$ cat src/rtl/seg7_scan_driver.sv
// Four-digit common-anode 7-segment scanner: shadows a 16-bit word on load and
// multiplexes it as hex digits with optional leading-zero blanking and decimal points.
module seg7_scan_driver #(
  parameter int REFRESH_DIV = 100000,
  parameter int CNT_W       = 17
) (
  input  logic        clk,
  input  logic        reset,
  input  logic [15:0] value,
  input  logic        load,
  input  logic        blank_lz,
  input  logic [3:0]  dp_en,
  output logic [3:0]  an,
  output logic [6:0]  seg,
  output logic        dp,
  output logic        frame_tick
);

  localparam logic [CNT_W-1:0] CNT_LAST = CNT_W'(REFRESH_DIV - 1);

  logic [15:0]      shadow_q, shadow_d;
  logic [CNT_W-1:0] cnt_q, cnt_d;
  logic [1:0]       sel_q, sel_d;
  logic             new_frame_q, new_frame_d;
  logic [3:0]       an_q, an_d;
  logic [6:0]       seg_q, seg_d;
  logic             dp_q, dp_d;
  logic             frame_tick_q, frame_tick_d;

  logic             wrap;
  logic [3:0]       nibble;
  logic [6:0]       hex_seg;
  logic             blanked;

  always_comb begin
    shadow_d = load ? value : shadow_q;
    wrap     = (cnt_q == CNT_LAST);
    cnt_d    = wrap ? '0 : cnt_q + 1'b1;
    sel_d    = wrap ? sel_q + 2'd1 : sel_q;
    // Remember that digit 3's slot just ended so the tick lines up with digit 0 on the outputs.
    new_frame_d  = wrap && (sel_q == 2'd3);
    frame_tick_d = new_frame_q;
  end

  always_comb begin
    nibble = 4'h0;
    case (sel_q)
      2'd0: nibble = shadow_q[3:0];
      2'd1: nibble = shadow_q[7:4];
      2'd2: nibble = shadow_q[11:8];
      2'd3: nibble = shadow_q[15:12];
      default: nibble = 4'h0;
    endcase
  end

  always_comb begin
    hex_seg = 7'b1111111;
    case (nibble)
      4'h0: hex_seg = 7'b1000000;
      4'h1: hex_seg = 7'b1111001;
      4'h2: hex_seg = 7'b0100100;
      4'h3: hex_seg = 7'b0110000;
      4'h4: hex_seg = 7'b0011001;
      4'h5: hex_seg = 7'b0010010;
      4'h6: hex_seg = 7'b0000010;
      4'h7: hex_seg = 7'b1111000;
      4'h8: hex_seg = 7'b0000000;
      4'h9: hex_seg = 7'b0010000;
      4'hA: hex_seg = 7'b0001000;
      4'hB: hex_seg = 7'b0000011;
      4'hC: hex_seg = 7'b1000110;
      4'hD: hex_seg = 7'b0100001;
      4'hE: hex_seg = 7'b0000110;
      4'hF: hex_seg = 7'b0001110;
      default: hex_seg = 7'b1111111;
    endcase
  end

  // A digit is blank only when it and every more significant nibble are zero; digit 0 always shows.
  always_comb begin
    blanked = 1'b0;
    case (sel_q)
      2'd1: blanked = blank_lz && (shadow_q[15:4] == 12'h000);
      2'd2: blanked = blank_lz && (shadow_q[15:8] == 8'h00);
      2'd3: blanked = blank_lz && (shadow_q[15:12] == 4'h0);
      default: blanked = 1'b0;
    endcase
  end

  always_comb begin
    an_d  = 4'b1111;
    seg_d = 7'b1111111;
    dp_d  = 1'b1;
    if (!blanked) begin
      an_d[sel_q] = 1'b0;
      seg_d       = hex_seg;
      dp_d        = ~dp_en[sel_q];
    end
  end

  always_ff @(posedge clk or posedge reset) begin
    if (reset) begin
      shadow_q     <= '0;
      cnt_q        <= '0;
      sel_q        <= '0;
      new_frame_q  <= 1'b0;
      an_q         <= 4'b1111;
      seg_q        <= 7'b1111111;
      dp_q         <= 1'b1;
      frame_tick_q <= 1'b0;
    end else begin
      shadow_q     <= shadow_d;
      cnt_q        <= cnt_d;
      sel_q        <= sel_d;
      new_frame_q  <= new_frame_d;
      an_q         <= an_d;
      seg_q        <= seg_d;
      dp_q         <= dp_d;
      frame_tick_q <= frame_tick_d;
    end
  end

  assign an         = an_q;
  assign seg        = seg_q;
  assign dp         = dp_q;
  assign frame_tick = frame_tick_q;

endmodule

$ cat config.mk
export PLATFORM = sky130hd
export DESIGN_NAME = seg7_scan_driver
export DESIGN_NICKNAME = d
export VERILOG_FILES = /design/src/rtl/seg7_scan_driver.sv
export SDC_FILE = /design/constraint.sdc
export NUM_CORES = 1
export LEC_CHECK = 0
export CORE_MARGIN = 2
export CORE_UTILIZATION = 30
export CTS_CLUSTER_SIZE = 20
export DETAILED_ROUTE_END_ITERATION = 10
export PLACE_DENSITY = 0.56
export SLEW_MARGIN = 20
export SYNTH_ARGS = -nofsm -noshare
export SYNTH_HDL_FRONTEND = slang
export SYNTH_SLANG_ARGS = --single-unit
$ cat constraint.sdc
create_clock -name clk -period 4.52 [get_ports clk]
set_clock_uncertainty 0.2 [all_clocks]
set_input_delay 0.678 -clock clk [delete_from_list [all_inputs] [get_ports clk]]
set_output_delay 0.678 -clock clk [all_outputs]
set_load 0.005 [all_outputs]
==> out/results.ini <==
[clocking]
cts_resized = 0
cts_max_level = 2
clk_path_buf_depth = 2
cts-hold-fix-buffers = 0
clkSinkCount = 49
cts_tree = yes
cts_buffers = 5
root_buffer = clkbuf_8
cts.clk_slew.worst_paths_ns = 0.09
cts_setup_buffers = 0
clk_latency_ns = 0.30

[floorplan]
fp.dieW_um = 91.9
rows = 32
start_util_pct = 30.5
ios = 37
die-area_um2 = 8450
die_y_um = 91.9
core_area_um2 = 7610

[sta]
min_period_ns = 2.54
holdWs_ns = 0.175
worst_pin_slew_ns = 0.862
max_freq_mhz = 394
slew_headroom_pct = 40.9
hold_viol_final = 0
setup_viol = 0
drv_slew = 0
min_period_over_period_pct = 56.2
tns_ns = 0
rsz0062_at_grt = no

[synthesis]
syn_inst = 201
synth_nets = 237
synth_seq_area_share_pct = 53.5
synth_cell_types = 39
ys.flop_type = dfrtp_1
synth_edf_count = 0
ys_ff_latch = 49
synth.avg_cell_area_um2 = 11.5
yosys_warnings = 0
synthesis.area_um2 = 2320
async_reset_ff_share_pct = 100

[worst_hold_path]
hold_path_end = frame_tick
min-delay-start = frame_tick_d
hold_depth = 0
min_path_type = reg -> reg

[outcome]
status = complete, no violations

[setup_path]
cpMostUsedCell = inv_1
r2r-end = seg[3]
reg2reg_slack_ns = 1.98
critPathMaxStageDelay_ns = 0.45
cp.arrival_ns = 2.58
critPathMaxFanout = 5
r2r-start = sel_q[0]
required_ns = 4.56
worstSetupEndpointType = flop
crit_chain = inv_1 > ha_1 > mux2i_1 > inv_1 > ha_1 > inv_1 > a21oi_1 > a22o_1 > nand2_1
r2r_cells = 9
crit_type = reg -> reg
crit_path_start_kind = flop
cp_slowest_cell = mux2i_1

[pwr]
p_int_mw = 0.638
p_sw_mw = 0.209
sw_frac_of_total_pct = 24.6
combPwrFrac_pct = 12.9
finalPower_mw = 0.847
leakage_nw = 1.22
p_clk_share_pct = 30.1
power_frac_seq_pct = 57.0
power_density_nw_per_um2 = 296
peakVddDrop_mv = 0.109

[drt]
ant_nets = 0
drc = 0
vias = 1550
drtIter0Drc = 72
drtPass1Iterations = 4
wirelength_mm = 4.42
vias_per_cell = 4.56
wl_per_cell_um = 13.0

[placed_design]
portBuffers = 36
place_hpwl_mm = 3.21
placed_cells = 332
place_congestion = 0.788
dpl-instance-area_um2 = 2770

[cells_and_area]
final_cell_count_no_fill = 340
drive_above_1_share_pct = 15.5
syn_to_final_growth_pct = 23.3
antennaDiodeCount = 0
final_cell_area_um2 = 2860
fillers = 772
nets = 273

[job]
maxCapViolations = 0

[global_routing]
antenna_found_initial = 0
grt_usage_pct = 11.1
grt_overflow = 0
grt_pass1_wl_mm = 7.64
grt_pass1_vias = 1509
grt_max_degree = 50

-- registers in the layout, summed over array words and instances, names as in the netlist --
register	flops
frame_tick_d	1
cnt_q	17
shadow_q	16
sel_q	2
dp	1
an	4
seg	7
frame_tick	1
-- placed cells by master (no fill, tap or decap), drive strengths merged, types with 4 or more instances in the layout --
master / count
a21oi: 4
a222oi: 4
clkbuf: 5
clkdlybuf4s50: 36
dfrtp: 37
dfstp: 12
ha: 12
inv: 13
mux2: 12
mux2i: 6
nand2: 18
nand3: 5
nor2: 12
o21ai: 9
o221ai: 5
xnor2: 8
xor2: 6
-- cells by family after synthesis --
family / synth area share (%)
simple gates: 14.0
fa+ha+maj: 6.48
mux: 9.39
buf+inv: 3.83
xor+xnor: 5.29
compound gates: 7.50
flops: 53.5
-- how the worst max path moves through the flow --
stage	startpoint	to	slack, ns
finish	sel_q[0]	seg[3]	1.98
CTS	sel_q[0]	seg[3]	1.96
detailed placement	sel_q[0]	seg[3]	1.99
floorplan	sel_q[0]	seg[3]	2.16
global route	sel_q[0]	seg[3]	1.78
global placement	sel_q[0]	seg[3]	2.06
-- power by group through the flow --
stage               combinational (mW)  sequential, mW  clock, mW
floorplan                       0.0568           0.488          0
global route                     0.122           0.486      0.286
CTS                              0.112           0.483      0.271
detailed placement               0.111           0.491          0
finish                           0.109           0.483      0.255
global placement                 0.110           0.491          0
-- stage by stage --
stage          setup WS, ns  utilization (%)
2_1_floorplan          2.16                -
3_3_place_gp           2.06             36.4
3_5_place_dp           1.99             36.4
4_1_cts                1.96             37.5
5_1_grt                1.78             37.6
6_report               1.98             37.6
-- metal layers --
| metal | GRT usage, % | part of all wire [%] |
|---|---|---|
| met1 | 17.7 | 54 |
| met2 | 14.6 | 39 |
| met3 | 3.04 | 5.9 |
| met4 | 2.99 | 1.1 |
| met5 | 0 | 0 |
-- synthesized netlist by cell type (5+ instances only) --
master	count	area [um^2]
dfrtp_1	37	926
nand2_1	18	67.6
inv_1	14	52.6
dfstp_2	12	315
ha_1	12	150
mux2_2	12	135
nor2_1	12	45.0
o21ai_0	8	40.0
xnor2_1	8	70.1
mux2i_1	6	60.1
xor2_1	6	52.6
nand3_1	5	25.0
o221ai_1	5	43.8
-- critical path, delay by kind of cell, from the launching register on --
family	cells	cell delay (ns)
muxes	1	0.45
and+or+nand+nor	1	0.06
buffers and inverters	3	0.39
DFF	1	0.44
adders and majority gates	2	0.66
AOI/OAI and AO/OA	2	0.28
-- cell type report --
type | count | area [um^2] | area share [%]
clock buffers | 5 | 68.8 | 2.41
clock inverters | 3 | 17.5 | 0.613
inverters | 14 | 53.8 | 1.88
multi-input cells | 131 | 988 | 34.6
flip-flops and latches | 49 | 1240 | 43.4
well taps | 102 | 128 | 4.47
repair buffers | 36 | 360 | 12.6
Note: power is estimated with default switching activity, not from simulation.
==> variant: new RTL, same flow settings <==
Change the parameter `CNT_W` from 17 to 19.
--- a/src/rtl/seg7_scan_driver.sv
+++ b/src/rtl/seg7_scan_driver.sv
@@ -4,3 +4,3 @@
   parameter int REFRESH_DIV = 100000,
-  parameter int CNT_W       = 17
+  parameter int CNT_W       = 19
 ) (
Behaviour: same outputs for any inputs over 10 cycles, from zero or initial values and one cycle with reset high; that may be too few to reach the edited logic, so the function may still have changed.
==> variant against the unedited design <==
Area after synthesis up 5.0%. Total power rose by 11%. First-iteration DRC count shrank 14%. Design area up 5.2%. Wire length rose by 3.4%. Core utilization up 0.94 points. Sequential cell count increased by 2. Worst hold slack worse by 7.8 ps. Via count rose by 6.8%. Worst setup slack got worse by 110 ps. Critical path type unchanged.
==> variant: results (changes against the unedited design) <==
| Metric | Value |
|---|---|
| Post-CTS setup buffers | `0 (unchanged)` |
| First-pass GRT wire length | `7880 microns (was 7640 microns)` |
| Syn avg cell area | `11.3 sq um (was 11.5 sq um)` |
| Post-Synthesis Net Count | `252 (was 237)` |
| Input/output buffers | `36 (unchanged)` |
| Final nets | `287 (was 273)` |
| Drt first-iter violations | `62 (was 72)` |
| Reg clk slew, reported paths | `90 ps (about the same)` |
| Leakage | `0.00130 uW (was 0.00122 uW)` |
| Placer Congestion | `0.747 (was 0.788)` |
| Post-synthesis xor/xnor area fraction | `5.40% (was 5.29%)` |
| R2R Path Start | `sel_q[0] (unchanged)` |
| Largest net degree at the start of global routing | `33 (was 50)` |
| R2r setup slk | `1870 ps (was 1980 ps)` |
| WL final | `4560 microns (was 4420 microns)` |
| Worst slew pin tran | `1010 ps (was 862 ps)` |
| Pre-antenna DRT Iters | `4 (unchanged)` |
| Root Driver | `clkbuf_8 (unchanged)` |
| HP Start | `frame_tick_d (unchanged)` |
| Synth cell count leaders | `39 x dfrtp_1, 20 x nand2_1, 15 x mux2_2, 15 x nor2_1, 13 x inv_1 (was 37 x dfrtp_1, 18 x nand2_1, 14 x inv_1)` |
| Synth Area in Adders | `6.17% (was 6.48%)` |
| Fillers | `779 (was 772)` |
| Post-synthesis sequential area ratio | `53.1% (was 53.5%)` |
| Number of diodes | `0 (unchanged)` |
| R2R depth | `11 (was 9)` |
| Crit-path max FO | `6 (was 5)` |
| Critical path arrival | `2650 ps (was 2580 ps)` |
| Max VDD drop | `0.000112 V (was 0.000109 V)` |
| Routed vias/inst | `4.68 (was 4.56)` |
| H-tree levels | `2 (unchanged)` |
| Num CTS Buffers | `5 (unchanged)` |
| Synth area leaders | `dfrtp_1 40%, dfstp_2 13%, mux2_2 6.9% (was dfrtp_1 40%, dfstp_2 14%, ha_1 6.5%)` |
| Ys Warns | `0 (unchanged)` |
| Compound-Gate Fraction of Synth Area | `7.35% (was 7.50%)` |
| Post_cts resized | `0 (unchanged)` |
| Ratio of cells with drive above 1 in the final layout | `15.9% (was 15.5%)` |
| Hold Path Class | `reg2reg (unchanged)` |
| CTS Buffer Depth | `2 (unchanged)` |
| Mux cell area share after synthesis | `9.10% (was 9.39%)` |
| Hold endpoint | `frame_tick (unchanged)` |
| GRT Util Overall | `11.2% (was 11.1%)` |
| Largest register FFs | `19 (was 17)` |
| WL/cell | `12.9 microns (was 13.0 microns)` |
| Placed cell count | `346 (was 332)` |
| Register with the most flip-flops | `cnt_q (unchanged)` |
| Distinct cells, synth | `38 (was 39)` |
| R2R Path End | `seg[6] (was seg[3])` |
| Hpwl dp | `3330 microns (was 3210 microns)` |
| Status | `complete, no violations (unchanged)` |
| Vias in the first global route | `1603 (was 1509)` |
[variant: cell types whose count changed in the layout (fill, tap and decap cells not counted), moves of 3 or more]
cell	change
mux2_2	+3
mux2i_1	-3
nor2_1	+3
xnor2_1	+3
[variant: cells by family after synthesis]
kind of cell / after synthesis
xor+xnor: 15
compound gates: 27
simple gates: 70
mux: 19
fa+ha+maj: 12
flops: 51
buf+inv: 22
[variant: layer usage]
| layer | track usage, % | vias to the layer above | part of all wire (%) |
|---|---|---|---|
| met5 | 0 | - | 0 |
| met4 | 3.62 | 0 | 1.5 |
| li1 | - | 817 | - |
| met1 | 17.3 | 790 | 53 |
| met2 | 15.2 | 43 | 41 |
| met3 | 2.65 | 5 | 5.0 |
[variant: area by class of cell]
cell class	count	share of cell area, %
Clock buffer	6	2.75
Multi-Input combinational cell	143	35.0
Sequential cell	51	42.9
Inverter	13	1.62
Timing Repair Buffer	37	12.2
Tap cell	102	4.24
Clock inverter	2	1.17
[variant: report_power, final]
part | internal, uW | switching (uW) | total [uW]
clock | 179 | 149 | 328
sequential | 488 | 14.0 | 502
combinational | 62.5 | 48.3 | 111
total | 730 | 211 | 941
[variant: through the flow]
stage	hold WS [ps]	power [uW]	utilization (%)	cell area, sq um	setup WS [ps]
finish	167	941	38.5	3010	1870
global route	177	988	38.5	3010	1500
detailed placement	147	623	37.0	2890	1890
CTS	169	956	38.5	3010	1870
global placement	138	623	37.0	2890	1950
floorplan	131	565	-	2430	2220
[variant: worst max path at each step]
stage / start / to / cells after the start
floorplan: sel_q[0] / seg[3] / 9
global placement: sel_q[0] / seg[6] / 11
detailed placement: sel_q[0] / seg[5] / 11
CTS: sel_q[0] / seg[5] / 11
global route: sel_q[0] / seg[6] / 11
finish: sel_q[0] / seg[6] / 11
[variant: critical path, stage by stage (launching register included)]
cell	delay (ps)
dfrtp_1	430
inv_1	130
ha_1	290
a22oi_1	190
nand2_1	70
mux2i_1	370
inv_1	190
ha_1	230
inv_1	80
nor2_1	60
a21oi_1	170
o221ai_1	140
